--- config.mk ---
export PLATFORM = sky130hd
export DESIGN_NAME = dbus_uncached_responder_flat
export DESIGN_NICKNAME = d
export VERILOG_FILES = /design/src/rtl/dbus_uncached_responder_if.sv /design/src/rtl/dbus_uncached_responder.sv /design/src/flat_wrapper.sv
export SDC_FILE = /design/constraint.sdc
export NUM_CORES = 1
export LEC_CHECK = 0
export CAP_MARGIN = 25
export CORE_MARGIN = 1
export CORE_UTILIZATION = 41
export DETAILED_ROUTE_END_ITERATION = 6
export HOLD_SLACK_MARGIN = 0.1
export PLACE_DENSITY = 0.89
export RECOVER_POWER = 100
export SYNTH_ARGS = -nofsm -noshare
export SYNTH_HDL_FRONTEND = slang
export SYNTH_SLANG_ARGS = --single-unit
--- constraint.sdc ---
create_clock -name clk -period 2.75 [get_ports clk]
set_input_delay 0.4125 -clock clk [delete_from_list [all_inputs] [get_ports clk]]
set_output_delay 0.4125 -clock clk [all_outputs]
set_load 0.01 [all_outputs]
--- src/rtl/dbus_uncached_responder_if.sv ---
// ----------------------------------------------------------------------------
// dbus_uncached_responder_if
//
// Purpose:
//    Bundles the CPU uncached data-bus channel and the single-beat
//    req/gnt/rvalid memory port that the uncached responder bridges between.
//
// Signals:
//    CPU side    : uncached_read, uncached_write, address, wrdata, byteenable
//                  (to responder); uncached_stall, uncached_rddata (from it)
//    Memory side : mem_req, mem_we, mem_addr, mem_wdata, mem_be (from
//                  responder); mem_gnt, mem_rvalid, mem_rdata (to it)
//    Status      : bus_error (from responder, one-cycle read-timeout pulse)
//
// Modports:
//    slave  : the responder's view
//    master : the surrounding system's view (CPU plus interconnect)
// ----------------------------------------------------------------------------
interface dbus_uncached_responder_if;

   // CPU uncached channel
   logic        uncached_read;
   logic        uncached_write;
   logic [31:0] address;
   logic [31:0] wrdata;
   logic [3:0]  byteenable;
   logic        uncached_stall;
   logic [31:0] uncached_rddata;

   // Memory / MMIO interconnect port
   logic        mem_req;
   logic        mem_we;
   logic [31:0] mem_addr;
   logic [31:0] mem_wdata;
   logic [3:0]  mem_be;
   logic        mem_gnt;
   logic        mem_rvalid;
   logic [31:0] mem_rdata;

   // Read timeout indication
   logic        bus_error;

   modport slave (
      input  uncached_read,
      input  uncached_write,
      input  address,
      input  wrdata,
      input  byteenable,
      output uncached_stall,
      output uncached_rddata,
      output mem_req,
      output mem_we,
      output mem_addr,
      output mem_wdata,
      output mem_be,
      input  mem_gnt,
      input  mem_rvalid,
      input  mem_rdata,
      output bus_error
   );

   modport master (
      output uncached_read,
      output uncached_write,
      output address,
      output wrdata,
      output byteenable,
      input  uncached_stall,
      input  uncached_rddata,
      input  mem_req,
      input  mem_we,
      input  mem_addr,
      input  mem_wdata,
      input  mem_be,
      output mem_gnt,
      output mem_rvalid,
      output mem_rdata,
      input  bus_error
   );

endinterface

--- src/rtl/dbus_uncached_responder.sv ---
// ----------------------------------------------------------------------------
// dbus_uncached_responder
//
// Purpose:
//    Slave endpoint of the CPU data-bus uncached channel. Each CPU uncached
//    access becomes one single-beat transaction on a req/gnt/rvalid memory
//    port toward the MMIO/peripheral interconnect.
//    - Writes are posted into a one-entry buffer and complete immediately
//      when the buffer is empty.
//    - Reads wait for any buffered write to retire first, so the memory port
//      always sees accesses in program order.
//    - A read that receives no rvalid within TIMEOUT_CYCLES cycles of its
//      grant completes with ERR_DATA and a one-cycle bus_error pulse.
//    Only one memory transaction is ever outstanding.
//
// Parameters:
//    TIMEOUT_CYCLES : max cycles spent waiting for rvalid (must be >= 1)
//    ERR_DATA       : read data returned on a timeout
//
// Ports:
//    clk    : clock, all state updates on the rising edge
//    rst_n  : asynchronous active-low reset
//    bus_if : slave modport of dbus_uncached_responder_if (CPU channel,
//             memory port and bus_error)
// ----------------------------------------------------------------------------
module dbus_uncached_responder #(
   parameter int unsigned TIMEOUT_CYCLES = 255,
   parameter logic [31:0] ERR_DATA       = 32'hDEAD_BEEF
) (
   input logic                       clk,
   input logic                       rst_n,
   dbus_uncached_responder_if.slave  bus_if
);

   // Counter only needs to reach TIMEOUT_CYCLES-1.
   localparam int unsigned CNT_W = (TIMEOUT_CYCLES > 1) ? $clog2(TIMEOUT_CYCLES) : 1;
   localparam logic [CNT_W-1:0] CNT_LAST = CNT_W'(TIMEOUT_CYCLES - 1);

   typedef enum logic [1:0] {
      IDLE    = 2'd0,
      RD_REQ  = 2'd1,
      RD_WAIT = 2'd2,
      RD_DONE = 2'd3
   } state_e;

   state_e           state_q,     state_d;
   logic             mem_req_q,   mem_req_d;
   logic             mem_we_q,    mem_we_d;
   logic [31:0]      mem_addr_q,  mem_addr_d;
   logic [31:0]      mem_wdata_q, mem_wdata_d;
   logic [3:0]       mem_be_q,    mem_be_d;
   logic [31:0]      rddata_q,    rddata_d;
   logic             bus_error_q, bus_error_d;
   logic [CNT_W-1:0] cnt_q,       cnt_d;

   logic             stall;
   logic             wbuf_full;

   // The posted write buffer is the memory request register itself: a write
   // request that has not yet been granted is the buffered write. No separate
   // valid bit is kept, so buffer state and the mem port can never disagree.
   assign wbuf_full = mem_req_q & mem_we_q;

   // ------------------------------------------------------------------------
   // State register
   // ------------------------------------------------------------------------
   always_ff @(posedge clk or negedge rst_n) begin
      if (!rst_n) begin
         state_q     <= IDLE;
         mem_req_q   <= 1'b0;
         mem_we_q    <= 1'b0;
         mem_addr_q  <= 32'h0;
         mem_wdata_q <= 32'h0;
         mem_be_q    <= 4'h0;
         rddata_q    <= 32'h0;
         bus_error_q <= 1'b0;
         cnt_q       <= '0;
      end else begin
         state_q     <= state_d;
         mem_req_q   <= mem_req_d;
         mem_we_q    <= mem_we_d;
         mem_addr_q  <= mem_addr_d;
         mem_wdata_q <= mem_wdata_d;
         mem_be_q    <= mem_be_d;
         rddata_q    <= rddata_d;
         bus_error_q <= bus_error_d;
         cnt_q       <= cnt_d;
      end
   end

   // ------------------------------------------------------------------------
   // Next-state and combinational outputs
   // ------------------------------------------------------------------------
   always_comb begin
      state_d     = state_q;
      mem_req_d   = mem_req_q;
      mem_we_d    = mem_we_q;
      mem_addr_d  = mem_addr_q;
      mem_wdata_d = mem_wdata_q;
      mem_be_d    = mem_be_q;
      rddata_d    = rddata_q;
      bus_error_d = 1'b0;
      cnt_d       = cnt_q;
      stall       = 1'b0;

      // Buffered write retires in its grant cycle; the buffer reads empty
      // from the next cycle on.
      if (wbuf_full && bus_if.mem_gnt) begin
         mem_req_d = 1'b0;
      end

      unique case (state_q)
         IDLE: begin
            // Read takes priority, so an illegal read+write pair services
            // the read and drops the write.
            if (bus_if.uncached_read) begin
               stall = 1'b1;
               // Never let a read overtake a buffered write.
               if (!wbuf_full) begin
                  state_d    = RD_REQ;
                  mem_req_d  = 1'b1;
                  mem_we_d   = 1'b0;
                  mem_addr_d = bus_if.address;
               end
            end else if (bus_if.uncached_write) begin
               // A write waiting on a full buffer is taken only once the
               // buffer reads empty, i.e. the cycle after the drain's grant.
               stall = wbuf_full;
               if (!wbuf_full) begin
                  mem_req_d   = 1'b1;
                  mem_we_d    = 1'b1;
                  mem_addr_d  = bus_if.address;
                  mem_wdata_d = bus_if.wrdata;
                  mem_be_d    = bus_if.byteenable;
               end
            end
         end

         RD_REQ: begin
            stall = 1'b1;
            // rvalid is ignored here; it may only follow the grant.
            if (bus_if.mem_gnt) begin
               mem_req_d = 1'b0;
               state_d   = RD_WAIT;
               cnt_d     = '0;
            end
         end

         RD_WAIT: begin
            stall = 1'b1;
            // Data arriving in the last allowed cycle still wins over timeout.
            if (bus_if.mem_rvalid) begin
               rddata_d = bus_if.mem_rdata;
               state_d  = RD_DONE;
            end else if (cnt_q == CNT_LAST) begin
               rddata_d    = ERR_DATA;
               bus_error_d = 1'b1;
               state_d     = RD_DONE;
            end else begin
               cnt_d = cnt_q + CNT_W'(1);
            end
         end

         RD_DONE: begin
            // The held read completes now; a late rvalid is simply dropped.
            stall   = 1'b0;
            state_d = IDLE;
         end

         default: begin
            state_d = IDLE;
         end
      endcase
   end

   // ------------------------------------------------------------------------
   // Outputs
   // ------------------------------------------------------------------------
   assign bus_if.uncached_stall  = stall;
   assign bus_if.uncached_rddata = rddata_q;
   assign bus_if.mem_req         = mem_req_q;
   assign bus_if.mem_we          = mem_we_q;
   assign bus_if.mem_addr        = mem_addr_q;
   assign bus_if.mem_wdata       = mem_wdata_q;
   assign bus_if.mem_be          = mem_be_q;
   assign bus_if.bus_error       = bus_error_q;

endmodule

--- src/flat_wrapper.sv ---
// flat-port wrapper written by rule: the top's interface ports become plain ports
module dbus_uncached_responder_flat 
#(
   parameter int unsigned TIMEOUT_CYCLES = 255,
   parameter logic [31:0] ERR_DATA       = 32'hDEAD_BEEF
)
  (clk, rst_n, bus_if_uncached_read, bus_if_uncached_write, bus_if_address, bus_if_wrdata, bus_if_byteenable, bus_if_uncached_stall, bus_if_uncached_rddata, bus_if_mem_req, bus_if_mem_we, bus_if_mem_addr, bus_if_mem_wdata, bus_if_mem_be, bus_if_mem_gnt, bus_if_mem_rvalid, bus_if_mem_rdata, bus_if_bus_error);
  dbus_uncached_responder_if bus_if_i ();
  input logic clk;
  input logic rst_n;
  input wire logic [$bits(bus_if_i.uncached_read)-1:0] bus_if_uncached_read;
  input wire logic [$bits(bus_if_i.uncached_write)-1:0] bus_if_uncached_write;
  input wire logic [$bits(bus_if_i.address)-1:0] bus_if_address;
  input wire logic [$bits(bus_if_i.wrdata)-1:0] bus_if_wrdata;
  input wire logic [$bits(bus_if_i.byteenable)-1:0] bus_if_byteenable;
  output wire logic [$bits(bus_if_i.uncached_stall)-1:0] bus_if_uncached_stall;
  output wire logic [$bits(bus_if_i.uncached_rddata)-1:0] bus_if_uncached_rddata;
  output wire logic [$bits(bus_if_i.mem_req)-1:0] bus_if_mem_req;
  output wire logic [$bits(bus_if_i.mem_we)-1:0] bus_if_mem_we;
  output wire logic [$bits(bus_if_i.mem_addr)-1:0] bus_if_mem_addr;
  output wire logic [$bits(bus_if_i.mem_wdata)-1:0] bus_if_mem_wdata;
  output wire logic [$bits(bus_if_i.mem_be)-1:0] bus_if_mem_be;
  input wire logic [$bits(bus_if_i.mem_gnt)-1:0] bus_if_mem_gnt;
  input wire logic [$bits(bus_if_i.mem_rvalid)-1:0] bus_if_mem_rvalid;
  input wire logic [$bits(bus_if_i.mem_rdata)-1:0] bus_if_mem_rdata;
  output wire logic [$bits(bus_if_i.bus_error)-1:0] bus_if_bus_error;
  assign bus_if_i.uncached_read = bus_if_uncached_read;
  assign bus_if_i.uncached_write = bus_if_uncached_write;
  assign bus_if_i.address = bus_if_address;
  assign bus_if_i.wrdata = bus_if_wrdata;
  assign bus_if_i.byteenable = bus_if_byteenable;
  assign bus_if_uncached_stall = bus_if_i.uncached_stall;
  assign bus_if_uncached_rddata = bus_if_i.uncached_rddata;
  assign bus_if_mem_req = bus_if_i.mem_req;
  assign bus_if_mem_we = bus_if_i.mem_we;
  assign bus_if_mem_addr = bus_if_i.mem_addr;
  assign bus_if_mem_wdata = bus_if_i.mem_wdata;
  assign bus_if_mem_be = bus_if_i.mem_be;
  assign bus_if_i.mem_gnt = bus_if_mem_gnt;
  assign bus_if_i.mem_rvalid = bus_if_mem_rvalid;
  assign bus_if_i.mem_rdata = bus_if_mem_rdata;
  assign bus_if_bus_error = bus_if_i.bus_error;
  dbus_uncached_responder #(.TIMEOUT_CYCLES(TIMEOUT_CYCLES), .ERR_DATA(ERR_DATA)) u_core (.clk(clk), .rst_n(rst_n), .bus_if(bus_if_i));
endmodule
==> run summary <==
The flow ran to the end, and the final reports show no timing, DRC or antenna violations. The finished layout cell area is 7260 um2. The sequential share of the synthesized area came out at 0.639. The actual transition at the worst max-transition pin came out at 1230 ps. Entering global routing, the biggest net connects 53 pins. The register-to-register setup slack came out at about 310 ps.

The HPWL after detailed placement came out at 8060 um. The maximum buffer depth of the clock tree came out at 2. Synthesis produced a netlist with a net count of ~420. The portion of total power attributed to combinational logic is 0.397. The number of nets in the finished design came out at 634.

The part of the cycle the worst path needs is 0.919. 210 I/O pins were placed. The number of slew-limit violations in the final report is 0. The most used flip-flop cell after synthesis is sky130_fd_sc_hd__dfrtp_1. The post-synthesis cell count came out at 304. The top cell types in the final layout, fill and taps aside, are 113 x sky130_fd_sc_hd__dfrtp_1, 105 x sky130_fd_sc_hd__dlygate4sd3_1, 104 x sky130_fd_sc_hd__clkdlybuf4s50_1. The sequential cell area is 2830 um2. Counting distinct cell types in the post-synthesis netlist gives 33. Of all nets on the critical path, the largest fanout is 7. The first global-routing pass estimated 18100 um of wire.

The slowest stage of the critical path is the sky130_fd_sc_hd__dlygate4sd3_1 cell. The area share of the largest cell type after synthesis came out at 0.639. The maximum level of the CTS H-tree came out at 4. Data on the critical path is required at its endpoint by 2340 ps. The total clock buffers created by CTS is 17. The fmax came out at 0.396 GHz. The longest individual stage delay on the worst path came out at 630 ps. The most common cell after layout, fill and taps aside is sky130_fd_sc_hd__dfrtp_1. Summing every instance area after synthesis gives 4430 um2. The TritonCTS clock tree is built. The number of antenna repair diodes is 0. The fraction of final layout cells with drive strength greater than 1 is 0.194. The number of global-route vias before repair is 3664. The internal cell power came out at 5.84 mW.

The met3 wirelength from detailed routing came out at approximately 860 um. From left edge to right edge, the die measures 106 um. The initial antenna violation count came to 0. The number of setup violations in the final report is 0. The count of buffer and inverter cells on the critical path came out at 2. The residual antenna-violating net count after detailed routing is 0. The first TritonRoute pass finished after 4 iterations. The worst voltage drop across the vdd grid came out at 520 uV.

The final critical-path required period is around 2500 ps. The switching power as a share of total power is 0.301. The root cell of the clock tree is sky130_fd_sc_hd__clkbuf_8.

The layout has 720 filler cells. The clock insertion delay at the later pin of the skew report came out at 510 ps. The total routed wirelength is between 10000 and 15000 um. Using the TritonRoute via totals, the vias-per-cell ratio works out to between 5 and 6. The areal power density over the cells is 1150 nW/um2.

The reported leakage power came out at 3.11 nW. For the final database, setup skew stands at roughly 5.0 ps. The count of buffers from port buffering is 209. Traced cell by cell, the critical path runs through inv_1 > ha_1 > nor2_1 > a21oi_1 > dlygate4sd3_1. The critical path's top delay family is buffers and inverters. The die covers 11200 um2.

The multi-input combinational cells in the finished layout cover a total of 1500 um2. The violation count after the first detailed-route iteration is around 120. Of all flip-flops after synthesis, the portion carrying an async set or reset was 1.00. The remaining routing DRC violations is 0. STA puts the critical path data arrival time at between 2000 and 2500 ps. The analysis attributes to net switching a power of 2.52 mW. The total placed instance area came out at roughly 6700 um2.

In this run the tightest slew margin relative to its limit is 0.180. The core box area is between 10000 and 15000 um2. Setup repair after global routing left no endpoint under its margin. For this run the aggregate overflow at the end of global routing stands at 0. The register clock-pin slew on the reported worst setup and hold paths came out at 50 ps.

The yosys synthesis warning count came out at 0. By area the synthesized netlist is led by sky130_fd_sc_hd__dfrtp_1 64%, sky130_fd_sc_hd__mux2_2 18%, sky130_fd_sc_hd__a221o_1 3.4%. In this run the worst hold path is classified as primary input to flop. The final weighted congestion of routability-driven global placement came out at between 0.8 and 0.9. The routed length on met1 came out at about 4400 um. The cell type contributing the most total cell area after synthesis is sky130_fd_sc_hd__dfrtp_1. The final route contains 3404 vias. The initial cell density of the core came out at 0.425. The number of register bits inferred by synthesis is 113. The number of flops mapped to enable cells by yosys came out at 0. The number of standard cells in the final layout excluding fillers came out at 672. The highest layer used for signal routing is met4.

STA classifies the critical path endpoint as a primary output. In this run the mean area of a mapped cell was between 10 and 15 um2. The final hold violation count is 0. Across the run, the number of max-cap violations was 0. In the global route stage, overall resource usage came out at 0.210. The per-cell routed wire length is 16.7 um. The die is 106 um tall. Detailed routing placed a total of 5660 um of wire on met2. Relative to the synthesized area, the layout overhead comes to 63.9%.

The clock sink count is 113. STA classifies the critical path startpoint as a flop. The power share of the sequential group came out at 0.343. The startpoint-to-endpoint class of the critical path is flop to primary output. The placed cell count came out at 639. The floorplan row count is 37. Adding up every negative setup slack in the final design gives 0 ps. The clock share of power came out at 0.260.
power groups by stage:
| stage | logic [mW] | clock network (mW) | registers (mW) |
|---|---|---|---|
| floorplan | 1.27 | 0 | 3.22 |
| global placement | 3.52 | 0 | 2.87 |
| detailed placement | 3.62 | 0 | 2.93 |
| CTS | 3.65 | 2.22 | 2.91 |
| global route | 3.56 | 2.29 | 2.97 |
| finish | 3.31 | 2.17 | 2.87 |
final timing paths:
kind / cells past startpoint / to / start
setup / recovery: 5 / bus_if_uncached_stall / u_core.state_q[0]$_DFFE_PN0P_
setup reg to reg: 7 / u_core.bus_if.uncached_rddata[7]$_DFFE_PN0P_ / u_core.cnt_q[0]$_DFFE_PN0P_
max in group asynchronous: 3 / u_core.bus_if.mem_addr[21]$_DFFE_PN0P_ / rst_n
hold reg to reg: 1 / u_core.bus_if.mem_addr[17]$_DFFE_PN0P_ / u_core.bus_if.mem_addr[17]$_DFFE_PN0P_
min in group asynchronous: 2 / u_core.bus_if.uncached_rddata[30]$_DFFE_PN0P_ / rst_n
hold / removal: 2 / u_core.bus_if.uncached_rddata[30]$_DFFE_PN0P_ / bus_if_mem_rdata[30]
registers in the layout, summed over array words and instances, names as in the netlist:
| signal | flops |
|---|---|
| u_core.bus_if.bus_error | 1 |
| u_core.bus_if.mem_addr | 32 |
| u_core.bus_if.mem_be | 4 |
| u_core.bus_if.mem_req | 1 |
| u_core.bus_if.mem_wdata | 32 |
| u_core.bus_if.mem_we | 1 |
| u_core.bus_if.uncached_rddata | 32 |
| u_core.cnt_q | 8 |
| u_core.state_q | 2 |
area by class of cell:
cell class	count	share of cell area
sequential	113	0.390
clock buffer	22	0.0638
tap	136	0.0235
multi-input combinational	167	0.207
timing repair buffer	217	0.294
inverter	7	0.00362
clock inverter	10	0.0183
cells in the mapped netlist (2+ instances only):
master	number
sky130_fd_sc_hd__a21oi_1	7
sky130_fd_sc_hd__a221o_1	15
sky130_fd_sc_hd__a22o_1	8
sky130_fd_sc_hd__and2_1	4
sky130_fd_sc_hd__buf_2	8
sky130_fd_sc_hd__clkbuf_1	8
sky130_fd_sc_hd__dfrtp_1	113
sky130_fd_sc_hd__ha_1	5
sky130_fd_sc_hd__inv_1	7
sky130_fd_sc_hd__mux2_2	69
sky130_fd_sc_hd__mux2i_1	2
sky130_fd_sc_hd__nand2_1	13
sky130_fd_sc_hd__nand2b_1	3
sky130_fd_sc_hd__nand4b_1	2
sky130_fd_sc_hd__nor2_1	3
sky130_fd_sc_hd__o21ai_0	8
sky130_fd_sc_hd__o22a_1	9
sky130_fd_sc_hd__o31ai_1	2
sky130_fd_sc_hd__or3_1	3
sky130_fd_sc_hd__or4_1	2
cell families after synthesis:
logic type,share of synthesized area
buffers and inverters,0.0243
and+or+nand+nor,0.0430
DFF,0.639
adders and majority gates,0.0141
muxes,0.180
AOI/OAI and AO/OA,0.0998
metrics by stage:
step | worst slack (ps) | hold slack (ps) | total power, mW | utilization
6_report | 223 | 490 | 8.35 | 0.697
5_1_grt | 119 | 488 | 8.82 | 0.697
4_1_cts | 247 | 475 | 8.78 | 0.700
3_5_place_dp | 418 | 486 | 6.55 | 0.641
3_3_place_gp | 471 | 470 | 6.39 | 0.641
2_1_floorplan | 819 | 117 | 4.50 | -
routing by layer:
metal  GRT usage  vias to the layer above
li1            -                     1561
met1       0.246                     1673
met2       0.348                      147
met3      0.0791                       23
met4      0.0823                        0
met5           0                        -
what timing repair did:
action	CTS	global route
gates resized for setup	0	0
endpoints found under the hold margin	48	0
buffers inserted	0	0
hold buffers	1	0
Power figures use the tool's default switching activity.
